`src/rtl/cpu_divide.sv`:
```
// -----------------------------------------------------------------------------
// cpu_divide
//   Iterative radix-2 restoring divider for the RV32M DIV/DIVU/REM/REMU group.
//   One quotient bit is produced per clock. Quotient and remainder are
//   produced together and announced with a single-cycle o_done pulse. The
//   execute stage stalls on o_busy and picks quotient or remainder itself.
//
//   Optional build macro: CPU_DIVIDE_FAST_PATH_EN
//     When defined, divide-by-zero, signed overflow and |op1| < |op2| finish
//     on the start edge: results and o_done are registered on that edge and
//     o_busy is never raised. When undefined, every operation takes the full
//     iterative path and the special cases are resolved in FINISH. Result
//     values are the same in both builds.
//
// Ports
//   i_clock      in   clock, all state changes on the rising edge
//   i_reset_n    in   asynchronous active-low reset
//   i_latch      in   start pulse, only sampled in IDLE
//   i_signed     in   1 = DIV/REM, 0 = DIVU/REMU
//   i_op1        in   dividend
//   i_op2        in   divisor
//   o_busy       out  high while a division is in progress
//   o_done       out  one-cycle pulse when results become valid
//   o_quotient   out  quotient, held until the next completion
//   o_remainder  out  remainder, held until the next completion
// -----------------------------------------------------------------------------
module cpu_divide #(
   parameter int WIDTH = 32
) (
   input  logic             i_clock,
   input  logic             i_reset_n,
   input  logic             i_latch,
   input  logic             i_signed,
   input  logic [WIDTH-1:0] i_op1,
   input  logic [WIDTH-1:0] i_op2,
   output logic             o_busy,
   output logic             o_done,
   output logic [WIDTH-1:0] o_quotient,
   output logic [WIDTH-1:0] o_remainder
);

   localparam int CW = $clog2(WIDTH);

   typedef enum logic [1:0] {
      IDLE   = 2'd0,
      RUN    = 2'd1,
      FINISH = 2'd2
   } state_t;

   state_t           state_q, state_d;
   logic             busy_q, busy_d;
   logic             done_q, done_d;
   logic [WIDTH-1:0] quotient_q, quotient_d;
   logic [WIDTH-1:0] remainder_q, remainder_d;
   logic [WIDTH-1:0] part_rem_q, part_rem_d;   // partial remainder
   logic [WIDTH-1:0] dvd_q, dvd_d;             // |dividend|, quotient bits shift in at the bottom
   logic [WIDTH-1:0] dvs_q, dvs_d;             // |divisor|
   logic             s1_q, s1_d;
   logic             s2_q, s2_d;
   logic             div_zero_q, div_zero_d;
   logic [CW-1:0]    count_q, count_d;

   // Operand capture helpers
   logic             s1_in, s2_in;
   logic [WIDTH-1:0] mag1_in, mag2_in;

   assign s1_in   = i_signed & i_op1[WIDTH-1];
   assign s2_in   = i_signed & i_op2[WIDTH-1];
   assign mag1_in = s1_in ? -i_op1 : i_op1;
   assign mag2_in = s2_in ? -i_op2 : i_op2;

   // One restoring step. The shifted remainder needs an extra bit because
   // 2*rem+1 can exceed WIDTH bits when the divisor is large.
   logic [WIDTH:0] shifted;
   logic [WIDTH:0] diff;
   logic           no_borrow;

   assign shifted   = {part_rem_q, dvd_q[WIDTH-1]};
   assign diff      = shifted - {1'b0, dvs_q};
   assign no_borrow = ~diff[WIDTH];

`ifdef CPU_DIVIDE_FAST_PATH_EN
   logic             fast_zero, fast_ovf, fast_less, fast_hit;
   logic [WIDTH-1:0] fast_quot, fast_rem;

   assign fast_zero = (i_op2 == '0);
   assign fast_ovf  = i_signed && (i_op1 == {1'b1, {(WIDTH-1){1'b0}}}) && (i_op2 == '1);
   assign fast_less = (mag1_in < mag2_in);
   assign fast_hit  = fast_zero | fast_ovf | fast_less;
   // Divide-by-zero and |op1| < |op2| both return the dividend untouched.
   assign fast_quot = fast_zero ? '1 : (fast_ovf ? {1'b1, {(WIDTH-1){1'b0}}} : '0);
   assign fast_rem  = fast_ovf ? '0 : i_op1;
`endif

   always_comb begin
      state_d     = state_q;
      busy_d      = busy_q;
      done_d      = 1'b0;
      quotient_d  = quotient_q;
      remainder_d = remainder_q;
      part_rem_d  = part_rem_q;
      dvd_d       = dvd_q;
      dvs_d       = dvs_q;
      s1_d        = s1_q;
      s2_d        = s2_q;
      div_zero_d  = div_zero_q;
      count_d     = count_q;

      case (state_q)
         IDLE: begin
            if (i_latch) begin
               s1_d       = s1_in;
               s2_d       = s2_in;
               dvd_d      = mag1_in;
               dvs_d      = mag2_in;
               part_rem_d = '0;
               count_d    = CW'(WIDTH - 1);
               div_zero_d = (i_op2 == '0);
`ifdef CPU_DIVIDE_FAST_PATH_EN
               if (fast_hit) begin
                  quotient_d  = fast_quot;
                  remainder_d = fast_rem;
                  done_d      = 1'b1;
               end else begin
                  busy_d  = 1'b1;
                  state_d = RUN;
               end
`else
               busy_d  = 1'b1;
               state_d = RUN;
`endif
            end
         end

         RUN: begin
            part_rem_d = no_borrow ? diff[WIDTH-1:0] : shifted[WIDTH-1:0];
            dvd_d      = {dvd_q[WIDTH-2:0], no_borrow};
            count_d    = count_q - 1'b1;
            if (count_q == '0) begin
               state_d = FINISH;
            end
         end

         FINISH: begin
            // A zero divisor drives every quotient bit to 1, but the sign
            // fix-up would corrupt that for negative dividends, so it is
            // forced. The remainder needs no forcing: re-applying the
            // dividend's sign to |op1| gives op1 back. Signed overflow falls
            // out of the normal arithmetic.
            quotient_d  = div_zero_q ? '1 : ((s1_q ^ s2_q) ? -dvd_q : dvd_q);
            remainder_d = s1_q ? -part_rem_q : part_rem_q;
            done_d      = 1'b1;
            busy_d      = 1'b0;
            state_d     = IDLE;
         end

         default: begin
            state_d = IDLE;
            busy_d  = 1'b0;
         end
      endcase
   end

   always_ff @(posedge i_clock or negedge i_reset_n) begin
      if (!i_reset_n) begin
         state_q     <= IDLE;
         busy_q      <= 1'b0;
         done_q      <= 1'b0;
         quotient_q  <= '0;
         remainder_q <= '0;
         part_rem_q  <= '0;
         dvd_q       <= '0;
         dvs_q       <= '0;
         s1_q        <= 1'b0;
         s2_q        <= 1'b0;
         div_zero_q  <= 1'b0;
         count_q     <= '0;
      end else begin
         state_q     <= state_d;
         busy_q      <= busy_d;
         done_q      <= done_d;
         quotient_q  <= quotient_d;
         remainder_q <= remainder_d;
         part_rem_q  <= part_rem_d;
         dvd_q       <= dvd_d;
         dvs_q       <= dvs_d;
         s1_q        <= s1_d;
         s2_q        <= s2_d;
         div_zero_q  <= div_zero_d;
         count_q     <= count_d;
      end
   end

   assign o_busy      = busy_q;
   assign o_done      = done_q;
   assign o_quotient  = quotient_q;
   assign o_remainder = remainder_q;

endmodule
```
`config.mk`:
```
export PLATFORM = sky130hd
export DESIGN_NAME = cpu_divide
export DESIGN_NICKNAME = d
export VERILOG_FILES = /design/src/rtl/cpu_divide.sv
export SDC_FILE = /design/constraint.sdc
export NUM_CORES = 1
export LEC_CHECK = 0
export BUFFER_PORTS_ARGS = -buffer_cell sky130_fd_sc_hd__buf_2
export CELL_PAD_IN_SITES_DETAIL_PLACEMENT = 1
export CELL_PAD_IN_SITES_GLOBAL_PLACEMENT = 1
export CORE_ASPECT_RATIO = 2
export CORE_MARGIN = 10
export CORE_UTILIZATION = 45
export CTS_CLUSTER_DIAMETER = 30
export CTS_CLUSTER_SIZE = 28
export DETAILED_ROUTE_END_ITERATION = 10
export PLACE_DENSITY_LB_ADDON = 0.1
export SYNTH_ARGS = -nofsm -noshare
export SYNTH_HDL_FRONTEND = slang
export SYNTH_SLANG_ARGS = --single-unit
```
`constraint.sdc`:
```
create_clock -name i_clock -period 4 [get_ports i_clock]
set_input_delay 0.8 -clock i_clock [delete_from_list [all_inputs] [get_ports i_clock]]
set_output_delay 0.8 -clock i_clock [all_outputs]
set_load 0.05 [all_outputs]
```
# ---- Word level (Yosys, flattened, before mapping)
# Index checks and enable logic that the tools add are counted.
dict set report totals {
  wordCells 53
  input_bits 68
  reg_bits 172
  out_inout_bits 66
}
dict set report op_classes {
  addsub 6
  mux 18
  n_bitwise 5
  n_reduce_logical 8
  n_eq_ne 4
}
# cell n
set op_table {}
lappend op_table {{two-way mux 32 bit} 8}
lappend op_table {{negation 32 bit} 4}
lappend op_table {{case mux 32 bit (2 select lines)} 2}
lappend op_table {{subtractor 33 x 32 -> 33 bit} 1}
lappend op_table {{zero test 32 bit} 1}
lappend op_table {{case mux 5 bit (2 select lines)} 1}
lappend op_table {{AND reduction 2 bit} 4}
lappend op_table {{zero test 5 bit} 1}
lappend op_table {{two-way mux 5 bit} 1}
lappend op_table {{subtractor 5 x 1 -> 5 bit (second input constant)} 1}
lappend op_table {{two-way mux 2 bit} 2}
lappend op_table {{!= test 2 bit (second input constant)} 2}
lappend op_table {{case mux 2 bit (2 select lines)} 1}
lappend op_table {{bitwise AND 1 bit} 2}
lappend op_table {{== test 2 x 1 -> 1 bit (second input constant)} 1}
lappend op_table {{== test 2 bit (second input constant)} 1}
lappend op_table {{zero test 2 bit} 1}
lappend op_table {{two-way mux 1 bit} 2}
lappend op_table {{NOT 1 bit} 2}
lappend op_table {{case mux 1 bit (2 select lines)} 1}
lappend op_table {{nonzero test 2 bit} 1}
lappend op_table {{XOR 1 bit} 1}

# ---- Longest topological paths before layout
# Gate-level depths: netlist of run 1.
dict set report logic_depth {
  depth_word 4
  ltp_mapped 14
  mapped_depth_nobuf 12
}

# ---- Worst setup path before layout of run 1
# Ideal clock, no wire load.
dict set report synth_path {
  kind {input port to flip-flop}
  start {in i_op1[8]}
  end {reg dvd_q[27]}
  setup_time_ps 135
  path_slack_ps 942
  t_arrival_ps 2923
  stages 8
  required_time_ps 3865
  cell_sequence {or4_1 > or3_4 > or3_4 > nor3b_2 > nor3b_4 > a21oi_1 > xnor2_1 > o21ai_0}
}
dict set report synth_between {
  elab_chain_cells 4
}
# element line_no
set synth_lines {}
lappend synth_lines {{start, declared} 34} ;# input logic [WIDTH-1:0] i_op1,
lappend synth_lines {{negation 32 bit} 69} ;# assign mag1_in = s1_in ? -i_op1 : i_op1;
lappend synth_lines {{two-way mux 32 bit} 69}
lappend synth_lines {{two-way mux 32 bit} 111} ;# if (i_latch) begin
lappend synth_lines {{case mux 32 bit (2 select lines)} 109} ;# case (state_q)
lappend synth_lines {{end signal, assigned} 185} ;# dvd_q <= dvd_d;
lappend synth_lines {{end, declared} 56} ;# logic [WIDTH-1:0] dvd_q, dvd_d;
# No other way between the ends. The select of a mux whose other input is x is not followed.
# A chain may end at the register's enable or synchronous reset.

# ---- Worst setup path after layout of run 1
dict set report layout_path {
  start {reg part_rem_q[4]}
  end {reg part_rem_q[1]}
}
dict set report layout_between {
  elab_chain_cells 3
}
# element line_no
set layout_lines {}
lappend layout_lines {{start, declared} 55} ;# logic [WIDTH-1:0] part_rem_q, part_rem_d;
lappend layout_lines {{start signal, assigned} 184} ;# part_rem_q <= part_rem_d;
lappend layout_lines {{subtractor 33 x 32 -> 33 bit} 79} ;# assign diff = shifted - {1'b0, dvs_q};
lappend layout_lines {{two-way mux 32 bit} 136} ;# part_rem_d = no_borrow ? diff[WIDTH-1:0] : shifted[WIDTH-1:0];
lappend layout_lines {{case mux 32 bit (2 select lines)} 109}
# No other way between the ends.

==> run summary, run 1 <==
area of the core -> 0.02432 mm^2
P&R area growth vs syn -> 14.53%
Post-Route WL -> 31.29 mm
Total Routing Usage GR -> 20.41%
Syn Nets -> 1380
share of synthesized flip-flops with an asynchronous set or reset -> 100.0%
mapped cell area -> 0.01101 mm^2
# DRC -> 0
vias in the first global route -> 10230
Routed Antenna Nets -> 0
PostCTS Resize Cnt -> 0
final setup TNS -> 0 ns
crit start category -> flop
register area share after synthesis -> 39.09%
critical path arrival -> 3.81 ns
worst-skew pair later-pin latency -> 0.45 ns
GR Util met2 -> 40.11%
CTS clk-pin slew, worst paths -> 0.07 ns
Die ar. -> 0.03150 mm^2
CTS Buffer Depth -> 2
DP Wirelength -> 24.41 mm
gr busiest metal -> met2
CTS tree -> built
postcts setup bufs -> 0
mean area per synthesized cell -> 8.649 um^2
P per Cell Area -> 965.9 mW/mm^2
TritonRoute pass-1 iters -> 5
Initial Utilization -> 45.27%
worst hold path class -> in -> async
Final Max Tran Viols -> 0
CTS Buf Count -> 17
synth unique cells -> 64
Die X-Extent -> 130.6 um
H-tree Lvls -> 4
r2r setup slk -> 0.55 ns
maximum vdd drop -> 0.6749 mV
Slew headroom -> 30.13%
#FFs+latches synth -> 172
min Tclk post-route -> 3.450 ns
Worst Setup End Kind -> flop
reg2reg end -> part_rem_q[1]
fin crit share -> 86.25%
post-synthesis xor/xnor area fraction -> 11.77%
Compound-Gate Fraction of Synth Area -> 21.94%
post-synthesis mux area share -> 2.375%
WP data required -> 4.36 ns
R2R cell count -> 10
Synth Flop Type -> dfrtp_1
CTS sink cnt -> 172
WL per Instance -> 18.64 um
result of the run -> complete, no violations
Final nets -> 1484
Worst Path Max Fanout -> 36
CTS Hold Bufs -> 0
largest family of logic cells by synthesized area -> compound AO/OA/AOI/OAI gates
RSZ-0062 raised after global routing -> false
Overflow after GRT -> 0
YS warnings -> 0
worst r2r src -> part_rem_q[4]
largest net degree at the start of global routing -> 100
RD Place Congestion -> 0.8883
maxcap violations -> 0
Die H -> 241.2 um
ANT cells -> 0
row cnt -> 81
Layout Skew -> 0.01190 ns
first-pass GRT wire length -> 51.18 mm
final hold viol count -> 0
fin worst setup slack -> 0.5498 ns
Synth Area in Simple Gates -> 15.98%
M1 GR Usage -> 20.69%
Post-synth EDFFs -> 0
layout cells sized above 1 -> 15.12%
Lkg Pwr -> 5.633 nW
DRT iter0 DRCs -> 392
drt via density -> 5.669
final setup vio count -> 0
Post-Syn Instances -> 1273
DR vias -> 9519
Worst Tran Pin Value -> 1.045 ns
fmax -> 289.8 MHz
routing usage on met3 -> 3.155%
Root Driver -> clkbuf_16
Setup WS pre-CTS -> 0.5231 ns
port bufs -> 133
hold slack -> 0.3466 ns
adder-cell share of the synthesized area -> 4.500%
initial antenna violation count -> 0
IO Pins -> 134
WS Path Type -> reg -> reg
## synthesized netlist by cell type, types with 8 or more instances
library cell	count	area, um^2
a21o_1	14	105.1
a21oi_1	82	410.4
a31oi_1	16	100.1
or4_1	13	97.59
xor2_1	71	621.9
o211ai_1	8	60.06
xnor2_1	77	674.4
o21ai_0	176	880.8
nand2b_1	14	87.58
nand2_1	132	495.5
inv_1	54	202.7
mux2i_1	25	250.2
ha_1	38	475.5
nor4_1	12	75.07
dfrtp_1	172	4304
a22oi_1	30	225.2
clkbuf_1	60	225.2
o41ai_1	8	70.07
o31ai_1	19	142.6
nor3_1	20	100.1
nand3_1	31	155.2
nor2_1	93	349.1
or3_1	13	81.33
## per-layer routing
metal / vias to the layer above / part of all wire [%]
met4: 0 / 2.6
met5: - / 0
met2: 157 / 56
li1: 4703 / -
met1: 4616 / 38
met3: 43 / 2.8
## registers in the layout, indices dropped and copies added, names as in the netlist
register	cells
part_rem_q	32
state_q	2
s2_q	1
dvs_q	32
o_busy	1
div_zero_q	1
count_q	5
s1_q	1
o_done	1
o_quotient	32
o_remainder	32
dvd_q	32
## how the worst max path moves through the flow
stage / from / to / slack, ns / cells after the start
floorplan: i_op1[8] / dvd_q[27] / 0.94 / 8
CTS: part_rem_q[4] / part_rem_q[1] / 0.57 / 10
global route: part_rem_q[4] / part_rem_q[1] / 0.37 / 10
global placement: i_op1[8] / dvd_q[27] / 0.55 / 9
detailed placement: i_op1[8] / dvd_q[30] / 0.52 / 9
finish: part_rem_q[4] / part_rem_q[1] / 0.55 / 10
## kinds of logic after synthesis
family,count (synthesis)
compound gates,399
simple gates,367
flops,172
xor+xnor,148
buf+inv,122
fa+ha+maj,39
mux,26
## critical path, stage by stage, from the launching register on
cell	delay (ns)
dfrtp_1	0.47
ha_1	0.40
a21o_1	0.24
a211o_1	0.27
o21a_1	0.22
a311o_1	0.47
a21o_1	0.23
a211oi_4	0.26
buf_12	0.27
mux2_2	0.36
o21ai_0	0.13
## layout make-up
cell class | count | area, um^2
clock buffer | 18 | 439.2
timing repair buffer | 153 | 847.1
inverter | 54 | 202.7
multi-input combinational | 979 | 6264
tap | 290 | 362.8
fill | 2941 | 11710
sequential | 172 | 4304
clock inverter | 13 | 191.4
## through the flow
stage	std cells	instance area [um^2]	utilization (%)	total power [mW]
CTS	1679	12610	51.85	12.29
floorplan	1273	11010	-	8.607
finish	1679	12610	51.85	12.18
global placement	1648	11980	49.25	10.15
detailed placement	1648	11980	49.25	10.42
global route	1679	12610	51.85	13.30
## report_power, final
group / switching, mW / total [mW] / internal [mW]
clock: 0.725 / 1.79 / 1.06
combinational: 4.22 / 7.20 / 2.98
sequential: 0.767 / 3.20 / 2.43
total: 5.71 / 12.2 / 6.47
## placed cells by master (no fill, tap or decap), types with 8 or more instances in the layout
| cell | n |
|---|---|
| o21ai_0 | 176 |
| dfrtp_1 | 172 |
| buf_2 | 132 |
| nand2_1 | 131 |
| nor2_1 | 91 |
| a21oi_1 | 82 |
| xnor2_1 | 77 |
| xor2_1 | 71 |
| inv_1 | 54 |
| ha_1 | 38 |
| nand3_1 | 31 |
| a22oi_1 | 30 |
| mux2i_1 | 25 |
| nor3_1 | 20 |
| o31ai_1 | 19 |
| buf_4 | 18 |
| clkbuf_16 | 17 |
| a31oi_1 | 16 |
| a21o_1 | 14 |
| nand2b_1 | 13 |
| or3_1 | 13 |
| or4_1 | 13 |
| nor4_1 | 12 |
| o211ai_1 | 8 |
| o41ai_1 | 8 |
Note: power is estimated with default switching activity, not from simulation.
==> run 2, diff against run 1 <==
--- a/config.mk
+++ b/config.mk
@@ -15,6 +15,7 @@
 export CTS_CLUSTER_SIZE = 28
 export DETAILED_ROUTE_END_ITERATION = 10
 export PLACE_DENSITY_LB_ADDON = 0.1
+export REMOVE_ABC_BUFFERS = 1
 export SYNTH_ARGS = -nofsm -noshare
 export SYNTH_HDL_FRONTEND = slang
 export SYNTH_SLANG_ARGS = --single-unit
==> run 2 against run 1 <==
Count of clock-buffer cells in the layout increased by 4; global-route usage increased by 1.0 points; critical path depth increased by 1; clock power decreased by 4%; combinational power about the same; non-clock buffer count decreased by 3; sequential share of layout area increased by 0.19 points; first-iteration DRC count decreased by 16%; final cell count about the same; critical path type unchanged; largest cell class unchanged; highest routed layer is now met5.
==> run summary, run 2 (same netlist as run 1, synthesis figures left out) <==
crit-path cells -> ha_1, a21o_1, a211o_1, o21a_1, a311o_1, a21o_1, a211oi_4, buf_4, buf_4, mux2i_1, o21ai_0
fillers -> 2925
Worst Path Max Fanout -> 22
WL per Instance -> 19.40 um
register area -> 0.004304 mm^2
RSZ-0062 raised after global routing -> false
Lkg Pwr -> 5.587 nW
Slew headroom -> 23.50%
first-pass GRT wire length -> 53.61 mm
CTS tree -> built
Routed Antenna Nets -> 0
CP max-delay cell -> dfrtp_1
Total Routing Usage GR -> 21.44%
worst-skew pair later-pin latency -> 0.45 ns
initial antenna violation count -> 4
Worst Setup End Kind -> flop
Layout Skew -> 0.01312 ns
commonest non-fill, non-tap cell in the layout -> o21ai_0
vias in the first global route -> 10536
Setup WS pre-CTS -> 0.4420 ns
Initial Utilization -> 45.27%
P per Cell Area -> 967.8 mW/mm^2
CTS Buf Count -> 17
CP max stage delay -> 0.47 ns
Die X-Extent -> 130.6 um
crit start category -> flop
CTS Hold Bufs -> 0
fin worst setup slack -> 0.5211 ns
port bufs -> 133
DRT iter0 DRCs -> 331
Die H -> 241.2 um
Overflow after GRT -> 0
IO Pins -> 134
area of the core -> 0.02432 mm^2
layout cells sized above 1 -> 14.86%
post-place instance area -> 0.01195 mm^2
fmax -> 287.5 MHz
final setup vio count -> 0
DR vias -> 9693
fin crit share -> 86.97%
critical path arrival -> 3.76 ns
largest net degree at the start of global routing -> 107
final instance area -> 0.01254 mm^2
worst hold path class -> in -> async
Final Max Tran Viols -> 0
total power -> 12.14 mW
CTS sink cnt -> 172
Clock Power Share -> 14.1%
maximum vdd drop -> 0.5038 mV
DP Wirelength -> 25.08 mm
P_int -> 6.354 mW
DP Cell Count -> 1645
row cnt -> 81
postcts setup bufs -> 0
register share of total power -> 26.5%
area occupied by multi-input gates -> 0.006266 mm^2
CTS clk-pin slew, worst paths -> 0.07 ns
final hold viol count -> 0
WP data required -> 4.28 ns
maxcap violations -> 0
min Tclk post-route -> 3.479 ns
Final nets -> 1481
Worst Tran Pin Value -> 1.146 ns
result of the run -> complete, no violations
RD Place Congestion -> 0.8690
CTS Buffer Depth -> 2
Die ar. -> 0.03150 mm^2
final setup TNS -> 0 ns
Gate power share -> 59.5%
Post-Route WL -> 32.55 mm
# DRC -> 0
switch share -> 47.64%
Post-Layout Cell Count -> 1678
commonest non-fill, non-tap cells in the layout -> o21ai_0 (176), dfrtp_1 (172), buf_2 (132)
PostCTS Resize Cnt -> 0
H-tree Lvls -> 4
drt via density -> 5.777
P&R area growth vs syn -> 13.89%
TritonRoute pass-1 iters -> 4
Root Driver -> clkbuf_16
Sw Pwr -> 5.782 mW
WS Path Type -> reg -> reg
-- run 2: cell count changes in the layout (fill, tap and decap cells not counted), moves of 2 or more --
cell / change
buf_4: -2
bufinv_16: -2
clkbuf_1: +2
clkbuf_8: +2
clkinv_4: -2
diode_2: +2
-- run 2: final cells by class --
class / instances / share of cell area (%)
Tap cell: 290 / 2.894
Multi-Input combinational cell: 979 / 49.97
Sequential cell: 172 / 34.32
Clock inverter: 9 / 0.8980
Clock buffer: 22 / 3.782
Timing Repair Buffer: 150 / 6.476
Inverter: 54 / 1.616
Antenna cell: 2 / 0.03991
-- run 2: per-layer routing --
| metal | share of wire [%] | global-route usage, % |
|---|---|---|
| met1 | 37 | 21.47 |
| met2 | 57 | 41.53 |
| met3 | 3.2 | 4.097 |
| met4 | 2.8 | 8.297 |
| met5 | 0.10 | 0 |
-- run 2: path summary, 6_finish.rpt --
path | start | end | slack, ns | cells after the start
max | part_rem_q[4] | part_rem_q[10] | 0.52 | 11
min | i_reset_n | o_remainder[6] | 0.39 | 1
max reg2reg | part_rem_q[4] | part_rem_q[10] | 0.52 | 11
min reg2reg | o_remainder[25] | o_remainder[25] | 0.47 | 2
max in group asynchronous | i_reset_n | dvs_q[31] | 2.73 | 2
min in group i_clock | o_remainder[25] | o_remainder[25] | 0.47 | 2
-- run 2: power groups by stage --
stage / logic (mW) / registers, mW / clock network (mW)
global placement: 7.07 / 3.21 / 0
floorplan: 4.77 / 3.38 / 0
CTS: 7.31 / 3.21 / 1.74
global route: 8.08 / 3.33 / 1.81
finish: 7.22 / 3.21 / 1.71
detailed placement: 7.26 / 3.24 / 0
-- run 2: metrics by stage --
step | util [%] | hold slack [ns]
floorplan | - | 0.4498
detailed placement | 49.12 | 0.4646
global placement | 49.12 | 0.4563
CTS | 51.53 | 0.4253
global route | 51.53 | 0.4367
finish | 51.55 | 0.3886
-- run 2: critical path: cells and delay by family, from the launching register on --
family / cells / cell delay [ns]
AOI/OAI and AO/OA: 7 / 1.65
buffers and inverters: 2 / 0.60
DFF: 1 / 0.47
adders and majority gates: 1 / 0.40
muxes: 1 / 0.18
